===== config.mk =====
export PLATFORM = sky130hd
export DESIGN_NAME = lfsr_gen
export DESIGN_NICKNAME = d
export VERILOG_FILES = /design/src/rtl/lfsr_gen.sv
export SDC_FILE = /design/constraint.sdc
export NUM_CORES = 1
export LEC_CHECK = 0
export BUFFER_PORTS_ARGS = -buffer_cell sky130_fd_sc_hd__buf_2
export CAP_MARGIN = 20
export CORE_ASPECT_RATIO = 0.5
export CORE_MARGIN = 2
export CORE_UTILIZATION = 35
export CTS_BUF_LIST = sky130_fd_sc_hd__clkbuf_2 sky130_fd_sc_hd__clkbuf_4 sky130_fd_sc_hd__clkbuf_8
export DETAILED_ROUTE_END_ITERATION = 12
export GPL_TIMING_DRIVEN = 0
export SYNTH_ARGS = -nofsm -noshare
export SYNTH_HDL_FRONTEND = slang
export SYNTH_SLANG_ARGS = --single-unit

===== constraint.sdc =====
create_clock -name clk -period 3.4 [get_ports clk]
set_input_delay 0.34 -clock clk [delete_from_list [all_inputs] [get_ports clk]]
set_output_delay 0.34 -clock clk [all_outputs]
set_load 0.03 [all_outputs]

===== src/rtl/lfsr_gen.sv =====
// lfsr_gen: parametrised Galois LFSR / serial CRC engine.
//   Steps a WIDTH-bit Galois register with tap mask POLY. In LFSR mode the
//   engine recovers from the all-zero lock-up state and measures the cycle
//   length relative to the last loaded/reset value. In CRC mode the serial
//   input is folded into the feedback and zero is a legal state.
// Ports:
//   clk        in   rising-edge clock
//   rst_b      in   asynchronous reset, active low
//   en         in   advance one step this cycle
//   load       in   load seed_i this cycle (overrides en)
//   seed_i     in   runtime seed [WIDTH-1:0]
//   crc_mode   in   1: XOR din into feedback; 0: free-running LFSR
//   din        in   serial data bit (CRC mode only)
//   q          out  current state
//   sout       out  q[WIDTH-1]
//   wrap       out  1-cycle pulse: last step returned to the reference value
//   period     out  steps in the last completed cycle
//   period_vld out  period holds a valid measurement
//   lockup     out  1-cycle pulse: all-zero state was replaced by SEED
module lfsr_gen #(
   parameter int unsigned      WIDTH = 8,
   parameter logic [WIDTH-1:0] POLY  = 8'h1D,
   parameter logic [WIDTH-1:0] SEED  = 8'hFF
) (
   input  logic             clk,
   input  logic             rst_b,
   input  logic             en,
   input  logic             load,
   input  logic [WIDTH-1:0] seed_i,
   input  logic             crc_mode,
   input  logic             din,
   output logic [WIDTH-1:0] q,
   output logic             sout,
   output logic             wrap,
   output logic [WIDTH-1:0] period,
   output logic             period_vld,
   output logic             lockup
);

   logic [WIDTH-1:0] state_q, state_d;
   logic [WIDTH-1:0] ref_q, ref_d;      // value whose recurrence ends a period
   logic [WIDTH-1:0] cnt_q, cnt_d;      // steps taken since the reference value
   logic [WIDTH-1:0] period_q, period_d;
   logic             period_vld_q, period_vld_d;
   logic             wrap_q, wrap_d;
   logic             lockup_q, lockup_d;

   logic             fb;
   logic [WIDTH-1:0] nq;
   logic [WIDTH-1:0] cnt_inc;

   // Galois step: stage 0 takes the feedback, tapped stages XOR it in.
   always_comb begin
      fb    = state_q[WIDTH-1] ^ (crc_mode & din);
      nq    = '0;
      nq[0] = fb;
      for (int i = 1; i < int'(WIDTH); i++) begin
         nq[i] = state_q[i-1] ^ (POLY[i] & fb);
      end
   end

   // Saturating increment so a stuck or non-returning sequence never
   // reports a short, wrapped-around period.
   assign cnt_inc = (cnt_q == '1) ? cnt_q : cnt_q + WIDTH'(1);

   always_comb begin
      state_d      = state_q;
      ref_d        = ref_q;
      cnt_d        = cnt_q;
      period_d     = period_q;
      period_vld_d = period_vld_q;
      wrap_d       = 1'b0;
      lockup_d     = 1'b0;
      if (load) begin
         state_d      = seed_i;
         ref_d        = seed_i;
         cnt_d        = '0;
         period_vld_d = 1'b0;
      end else if (!crc_mode && (state_q == '0)) begin
         // Zero is a fixed point of the free LFSR; restart from SEED.
         state_d  = SEED;
         ref_d    = SEED;
         cnt_d    = '0;
         lockup_d = 1'b1;
      end else if (en) begin
         state_d = nq;
         if (!crc_mode) begin
            if (nq == ref_q) begin
               wrap_d       = 1'b1;
               period_d     = cnt_inc;
               period_vld_d = 1'b1;
               cnt_d        = '0;
            end else begin
               cnt_d = cnt_inc;
            end
         end
      end
   end

   always_ff @(posedge clk or negedge rst_b) begin
      if (!rst_b) begin
         state_q      <= SEED;
         ref_q        <= SEED;
         cnt_q        <= '0;
         period_q     <= '0;
         period_vld_q <= 1'b0;
         wrap_q       <= 1'b0;
         lockup_q     <= 1'b0;
      end else begin
         state_q      <= state_d;
         ref_q        <= ref_d;
         cnt_q        <= cnt_d;
         period_q     <= period_d;
         period_vld_q <= period_vld_d;
         wrap_q       <= wrap_d;
         lockup_q     <= lockup_d;
      end
   end

   assign q          = state_q;
   assign sout       = state_q[WIDTH-1];
   assign wrap       = wrap_q;
   assign period     = period_q;
   assign period_vld = period_vld_q;
   assign lockup     = lockup_q;

endmodule

==> run summary, run 1 <==
post-synth cell types - 40
Seq pwr share - 48.6%
leading cell type in the layout, fill and taps excluded - buf_2
Yosys warnings - 0
Switch Pwr - 300 uW
Top-Level Pins - 34
Critical Path RT - 3.58 ns
CTS root buffer - clkbuf_8
VDD IR max - 0.158 mV
pwr dens - 479 nW/um2
grt ovf - 0
Final Power - 1020 uW
critical-path cell list - xor2_1, nor4_1, mux2i_2, nor3_2, buf_6, mux2_4
max-cap violations - 0
Avg Cell Area, Syn - 10.4 um2
H-Tree Depth - 2
Total Wirelength - 3510 um
synth top area cells - dfrtp_1 (27%), dfstp_2 (24%), mux2i_1 (5.1%), nand2_1 (4.0%), nor2_1 (3.6%)
final setup fails - 0
minimum clock period - 1.96 ns
PostCTS Resize Cnt - 0
fin area - 2120 um2
first-pass GRT wire length - 5780 um
commonest non-fill, non-tap cells in the layout - buf_2 (34), nand2_1 (19), dfrtp_1 (19)
vias in the first global route - 1280
Max FO, Critical Path - 10
CP endpoint kind - flop
Via density - 4.68
Core Util, Final - 43.5%
RSZ-0062 raised after global routing - no
Worst setup SP type - flop
Seq/Total Area, Yosys - 50.7%
number of fillers in the final layout - 473
CTS tree - done
CP max stage delay - 0.59 ns
IO Port Bufs - 33
die area - 5670 um2
hpwl dp - 2530 um
largest net degree at the start of global routing - 36
post-synth top area share - 26.9%
hold_buf cts - 0
worst hold margin - 0.127 ns
crit share post-route - 57.7%
Hold Vio Cnt, Final - 0
Core ar. - 4890 um2
Clock Tree Buf Depth - 2
Synth area leader - dfrtp_1
Syn Nets - 185
Max transition margin - 49.0%
Internal - 717 uW
fin. max-slew vios - 0
layout cells sized above 1 - 34.6%
Setup Buffers After CTS - 0
Worst path slowest cell - dfstp_2
Initial Utilization - 36.2%
placed cell area - 2020 um2
average routed wire per standard cell - 12.5 um
Die Y - 54.3 um
crit path kind - flop to flop
Setup TNS - 0 ns
Comb power frac - 18.2%
worst-margin pin slew - 0.765 ns
Via Count - 1316
Yosys reg bits - 35
Die X - 105 um
Post-DRT Antenna Nets - 0
P_leak - 0.000931 uW
Post-Synthesis Cells - 170
area added between synthesis and finish - 20.2%
Detailed Routing Iterations Pass 1 - 4
Sink Count - 35
DRC viols - 0
Skew-Pair Late Insertion Delay - 0.29 ns
Layout Skew - 0.00809 ns
initial antenna violation count - 0
total track usage - 13.5%
1st-iter DRT viols - 25
Clock Power Share - 33.2%
placer congestion estimate - 0.746
Arr. time, crit path - 2.14 ns
switch share - 29.5%
ANT cells - 0
Num CTS Buffers - 5
Final Net Count - 225
clock transition at the registers of the reported paths - 0.07 ns
Hold WC Path Type - input pin to asynchronous set/reset pin
FMAX - 510 MHz
num rows - 18
status - completed
synthesized area - 1770 um2
## per-stage QoR
| stage | std cells | setup slack (ns) |
|---|---|---|
| 6_report | 281 | 1.44 |
| 5_1_grt | 281 | 1.31 |
| 4_1_cts | 281 | 1.42 |
| 3_5_place_dp | 273 | 1.44 |
| 3_3_place_gp | 273 | 1.43 |
| 2_1_floorplan | 170 | 1.44 |
## logic make-up after synthesis
kind of cell | share of synthesized area (%)
muxes | 7.36
buffers and inverters | 4.32
xor gates and xnor gates | 6.87
AOI/OAI and AO/OA | 13.9
and+or+nand+nor | 16.1
DFF | 50.7
adders and majority gates | 0.708
## sequential cells by signal, indices dropped and copies added, names as in the netlist
signal,count
ref_q,8
wrap,1
q,8
period_vld,1
cnt_q,8
lockup,1
period,8
## layer usage
metal	part of all wire [%]	GRT usage (%)	wire length (um)	vias to the layer above
li1	-	-	-	655
met3	2.8	4.17	99	3
met4	1.0	6.31	36	0
met1	45	15.9	1600	647
met5	0	0	0	-
met2	51	23.5	1780	11
## worst max-delay path: cells and delay by family, from the launching register on
family / cells / cell delay [ns]
DFF: 1 / 0.59
and+or+nand+nor: 2 / 0.51
muxes: 2 / 0.47
buffers and inverters: 1 / 0.19
xor gates and xnor gates: 1 / 0.09
## layout make-up
cell class / count / area (um2) / area share [%]
clock buffer: 7 / 96.3 / 4.53
multi-input combinational: 120 / 796 / 37.5
inverter: 11 / 41.3 / 1.94
clock inverter: 1 / 7.51 / 0.353
buffer: 4 / 35.0 / 1.65
timing repair buffer: 33 / 165 / 7.77
tap: 70 / 87.6 / 4.12
sequential: 35 / 896 / 42.2
## cell usage after synthesis
cell type	number
o2111ai_2	1
inv_1	10
a21o_1	4
xor2_1	5
nand2_1	19
o21bai_1	1
nand4_1	2
xor2_2	1
ha_1	1
dfrtp_1	19
mux2i_2	1
nand3_1	4
nand2b_1	5
nor2_1	17
o21a_1	3
and3_1	1
o31ai_4	1
a22o_1	3
mux2i_1	9
clkinv_1	1
or4_4	2
o21ai_1	11
nor3_2	1
buf_2	1
mux2_2	1
or2_2	1
buf_4	1
o21bai_2	1
and2_1	1
xnor2_1	7
nor3b_1	1
buf_6	2
dfstp_2	16
o211ai_1	1
nor2_2	1
nor4_1	2
o21ai_0	4
mux2_4	1
and4_1	1
a21oi_1	6
## worst paths after layout
kind	depth (start not counted)	slack, ns	startpoint	endpoint
min in group clk	3	0.30	seed_i[7]	ref_q[7]$_DFFE_PN1P_
setup / recovery	6	1.44	q[2]$_DFFE_PN1P_	period[0]$_DFFE_PN0P_
setup reg to reg	6	1.44	q[2]$_DFFE_PN1P_	period[0]$_DFFE_PN0P_
hold reg to reg	1	0.48	period_vld$_DFFE_PN0P_	period_vld$_DFFE_PN0P_
hold / removal	1	0.13	rst_b	cnt_q[2]$_DFFE_PN0P_
max in group asynchronous	1	2.79	rst_b	cnt_q[6]$_DFFE_PN0P_
## power by group through the flow
stage / combinational [uW] / sequential, uW / clock (uW)
floorplan: 91.2 / 537 / 0
global placement: 186 / 500 / 0
detailed placement: 189 / 501 / 0
CTS: 189 / 495 / 346
global route: 206 / 498 / 364
finish: 185 / 494 / 337
Note: power is estimated with default switching activity, not from simulation.
==> inputs of run 2 (changes only) <==
Clock period 3.4 ns to 2 ns, I/O delays scaled along.
==> run 2 against run 1 <==
  * The flow now finishes with violations (negative hold slack)
  * Die area unchanged
  * Non-clock buffer count grew 7
  * Power up 72%
  * Via count up 1.5%
  * Combinational power up 79%
  * First-iteration DRC count increased by 56%
  * Critical endpoint unchanged
  * Highest routed layer unchanged
==> run summary, run 2 (synthesis gave the netlist of run 1 again) <==
largest net degree at the start of global routing - 36
Clock Tree Buf Depth - 2
Layout Skew - 0.00709 ns
Top-Level Pins - 34
critical-path cell list - or4_4, o2111ai_2, nor3_2, buf_6, mux2_4
Detailed Routing Iterations Pass 1 - 4
Setup TNS - 0 ns
number of fillers in the final layout - 465
Via Count - 1336
crit share post-route - 94.1%
Total Wirelength - 3570 um
hpwl dp - 2530 um
commonest non-fill, non-tap cells in the layout - buf_2 (34), nand2_1 (19), dfrtp_1 (19)
worst r2r path cells - 5
Worst path slowest cell - or4_4
pwr dens - 790 nW/um2
Sink Count - 35
DRC viols - 0
Initial Utilization - 36.2%
vias in the first global route - 1280
Arr. time, crit path - 2.06 ns
failing checks - negative hold slack
Core ar. - 4890 um2
1st-iter DRT viols - 39
ANT cells - 0
placer congestion estimate - 0.746
Hold WC Path Type - input pin to asynchronous set/reset pin
VDD IR max - 0.273 mV
IO Port Bufs - 33
area added between synthesis and finish - 25.4%
max-cap violations - 0
Final Net Count - 232
crit path kind - flop to flop
initial antenna violation count - 0
Hold Vio Cnt, Final - 19
Max FO, Critical Path - 8
Top delay family on crit path - simple AND/OR/NAND/NOR gates
FMAX - 531 MHz
CP endpoint kind - flop
CTS tree - done
fin. max-slew vios - 0
clock transition at the registers of the reported paths - 0.07 ns
H-Tree Depth - 2
Post-DRT Antenna Nets - 0
first-pass GRT wire length - 5780 um
CP max stage delay - 0.58 ns
Core Util, Final - 45.4%
leading cell type in the layout, fill and taps excluded - buf_2
worst hold margin - -0.00719 ns
die area - 5670 um2
RSZ-0062 raised after global routing - no
Skew-Pair Late Insertion Delay - 0.29 ns
Critical Path RT - 2.18 ns
layout cells sized above 1 - 38.5%
CP Buf/Inv Count - 1
final setup fails - 0
hold_buf cts - 0
minimum clock period - 1.88 ns
Worst setup SP type - flop
average routed wire per standard cell - 12.4 um
Die Y - 54.3 um
worst-margin pin slew - 0.777 ns
Via density - 4.64
num rows - 18
P_leak - 0.000974 uW
grt ovf - 0
CTS root buffer - clkbuf_8
total track usage - 13.5%
number of cells on the critical path - 5
Die X - 105 um
status - finished with violations
Num CTS Buffers - 5
Max transition margin - 48.2%
run 2: per-stage QoR:
step	total power (uW)	worst slack [ns]	hold slack (ns)	area, um2	std cells
6_report	1750	0.118	-0.00719	2220	288
5_1_grt	1840	0.00364	0.0361	2220	288
4_1_cts	1750	0.0181	0.00764	2120	281
3_5_place_dp	1170	0.0373	0.329	2020	273
3_3_place_gp	1170	0.0279	0.317	2020	273
2_1_floorplan	1070	0.0406	-0.0956	1770	170
run 2: timing repair:
item | CTS | global route
gates resized for setup | 0 | 5
buffers inserted | 0 | 7
endpoints found under the setup margin | 0 | 4
run 2: area by class of cell:
| type | count | area [um2] | area share [%] |
|---|---|---|---|
| plain buffers | 4 | 35.0 | 1.58 |
| clock buffers | 7 | 96.3 | 4.35 |
| clock inverters | 1 | 7.51 | 0.339 |
| inverters | 11 | 41.3 | 1.86 |
| multi-input cells | 120 | 836 | 37.7 |
| flip-flops and latches | 35 | 896 | 40.4 |
| well taps | 70 | 87.6 | 3.95 |
| repair buffers | 40 | 218 | 9.82 |
run 2: where the power goes:
part	internal [uW]	leakage (uW)	switching, uW
Sequential	787	0.000398	60.6
Combinational	131	0.000526	200
Clock	313	0.0000505	261
run 2: path summary, 6_finish.rpt:
path / slack (ns) / start / endpoint
worst max-delay path: 0.12 / q[3]$_DFFE_PN1P_ / period[0]$_DFFE_PN0P_
worst min-delay path: -0.007 / rst_b / period_vld$_DFFE_PN0P_
worst max register to register: 0.12 / q[3]$_DFFE_PN1P_ / period[0]$_DFFE_PN0P_
worst min register to register: 0.48 / period_vld$_DFFE_PN0P_ / period_vld$_DFFE_PN0P_
max in group asynchronous: 1.52 / rst_b / cnt_q[6]$_DFFE_PN0P_
min in group clk: 0.15 / seed_i[7] / ref_q[7]$_DFFE_PN1P_
run 2: metal layers:
metal	vias up	routed length [um]	GRT usage (%)
met5	-	0	0
met4	0	36	6.31
met3	3	98	4.17
met2	11	1790	23.5
met1	655	1640	15.9
li1	667	-	-
==> inputs of run 3 (changes only) <==
--- a/config.mk
+++ b/config.mk
@@ -14,4 +14,5 @@
 export DETAILED_ROUTE_END_ITERATION = 12
 export GPL_TIMING_DRIVEN = 0
+export HOLD_SLACK_MARGIN = 0.06
 export SYNTH_ARGS = -nofsm -noshare
 export SYNTH_HDL_FRONTEND = slang
==> constraint.sdc (replaced) <==
create_clock -name clk -period 2 [get_ports clk]
set_input_delay 0.2 -clock clk [delete_from_list [all_inputs] [get_ports clk]]
set_output_delay 0.2 -clock clk [all_outputs]
set_load 0.05 [all_outputs]
==> run 3 against run 2 <==
  * The flow now finishes without violations
  * Sequential power is essentially flat
  * Sequential cell count is the same
  * Combinational power grew 17%
  * Clock power shrank 12%
  * Register-to-register slack lost 0.11 ns
  * Via count grew 2.3%
  * Worst hold slack gained 0.17 ns
  * Core utilization shrank 0.87 points
  * Routed wire length grew 2.0%
  * Non-clock buffer count shrank 4
  * First-iteration DRC count grew 72%
  * Maximum frequency shrank 5.6%
==> run summary, run 3 (synthesis gave the netlist of run 1 again) <==
status - completed
commonest non-fill, non-tap cells in the layout - buf_2 (34), nand2_1 (19), dfrtp_1 (19)
Critical Path RT - 2.18 ns
Post-DRT Antenna Nets - 0
Hold Vio Cnt, Final - 0
Max transition margin - 49.4%
Total Wirelength - 3640 um
fin area - 2170 um2
Num CTS Buffers - 5
CP Buf/Inv Count - 1
hold_sp - seed_i[0]
DRC viols - 0
CP max stage delay - 0.60 ns
P_leak - 0.000939 uW
Skew-Pair Late Insertion Delay - 0.29 ns
max-cap violations - 0
Via Count - 1367
crit path from - q[3]$_DFFE_PN1P_
CP endpoint kind - flop
H-Tree Depth - 2
fin. max-slew vios - 0
Core ar. - 4890 um2
Arr. time, crit path - 2.17 ns
grt met3 use - 4.76%
Via density - 4.81
Final Power - 1740 uW
CTS tree - done
vias in the first global route - 1321
FMAX - 501 MHz
met2 Use GR - 24.5%
Detailed Routing Iterations Pass 1 - 6
worst-margin pin slew - 0.760 ns
Die X - 105 um
num rows - 18
RSZ-0062 raised after global routing - yes
clock transition at the registers of the reported paths - 0.07 ns
IO Port Bufs - 33
total track usage - 13.8%
crit share post-route - 99.7%
final setup fails - 0
worst r2r src - q[3]$_DFFE_PN1P_
area added between synthesis and finish - 23.0%
met1 Track Usage GR - 15.5%
hpwl dp - 2550 um
Worst path slowest cell - or4_4
pwr dens - 801 nW/um2
CTS root buffer - clkbuf_8
first-pass GRT wire length - 5980 um
leading cell type in the layout, fill and taps excluded - buf_2
initial antenna violation count - 0
Die Y - 54.3 um
largest net degree at the start of global routing - 36
Initial Utilization - 36.2%
ANT cells - 0
worst hold margin - 0.159 ns
average routed wire per standard cell - 12.8 um
Layout Skew - 0.00396 ns
placer congestion estimate - 0.758
1st-iter DRT viols - 67
VDD IR max - 0.255 mV
Final Net Count - 228
GR peak layer - met2
grt ovf - 0
placed cell area - 2030 um2
minimum clock period - 1.99 ns
Hold WC Path Type - input pin to flop
Worst setup SP type - flop
layout cells sized above 1 - 36.4%
Clock Tree Buf Depth - 2
Top delay family on crit path - simple AND/OR/NAND/NOR gates
die area - 5670 um2
Top-Level Pins - 34
Sink Count - 35
crit path kind - flop to flop
Max FO, Critical Path - 10
critical-path cell list - or4_4, o2111ai_4, nor3_2, buf_6, mux2_4
run 3: cell types whose count changed in the layout (fill, tap and decap cells not counted), sizes merged:
cell	delta
buf	-5
clkbuf	-2
clkinv	+1
clkinvlp	+1
dlygate4sd3	+1
run 3: repair_timing:
| item | in CTS | in global routing |
|---|---|---|
| resized for setup | 2 | 2 |
| hold buffers | 1 | 0 |
| setup endpoints to repair | 3 | 13 |
| setup buffers | 0 | 2 |
| pin swaps | 1 | 2 |
| endpoints found under the hold margin | 19 | 0 |
run 3: power by group:
group,leakage [uW],internal [uW],total (uW),switching [uW]
Combinational,0.000501,128,388,259
Sequential,0.000398,790,848,58.0
Clock,0.0000402,242,506,264
run 3: layout make-up:
type	instances	area, um2
Buffer	4	35.0
Clock inverter	3	20.0
Fill cell	473	2710
Timing Repair Buffer	36	190
Inverter	11	41.3
Clock buffer	5	68.8
Sequential cell	35	903
Tap cell	70	87.6
Multi-Input combinational cell	120	828
run 3: final timing paths:
path | end | slack, ns | cells after the start
worst max-delay path | period[0]$_DFFE_PN0P_ | 0.006 | 5
worst min-delay path | ref_q[0]$_DFFE_PN1P_ | 0.16 | 3
worst max register to register | period[0]$_DFFE_PN0P_ | 0.006 | 5
worst min register to register | period_vld$_DFFE_PN0P_ | 0.48 | 1
max in group asynchronous | cnt_q[7]$_DFFE_PN0P_ | 1.00 | 2
min in group asynchronous | period[1]$_DFFE_PN0P_ | 0.53 | 2
run 3: per-layer routing:
metal / wire, um / part of all wire (%)
met1: 1640 / 45
met2: 1870 / 51
met3: 95 / 2.6
met4: 27 / 0.74
met5: 0 / 0
run 3: tightest hold or removal path, delay by kind of cell:
family / cells / cell delay, ns
buffers and inverters: 1 / 0.08
and+or+nand+nor: 2 / 0.13
run 3: through the flow:
step | setup TNS [ns] | setup WS (ns) | util, % | instances
2_1_floorplan | 0 | 0.0143 | - | 170
3_3_place_gp | -0.0420 | -0.0219 | 41.5 | 273
3_5_place_dp | -0.0196 | -0.0125 | 41.5 | 273
4_1_cts | 0 | 0.0117 | 43.9 | 282
5_1_grt | -0.168 | -0.128 | 44.5 | 284
6_report | 0 | 0.00579 | 44.5 | 284
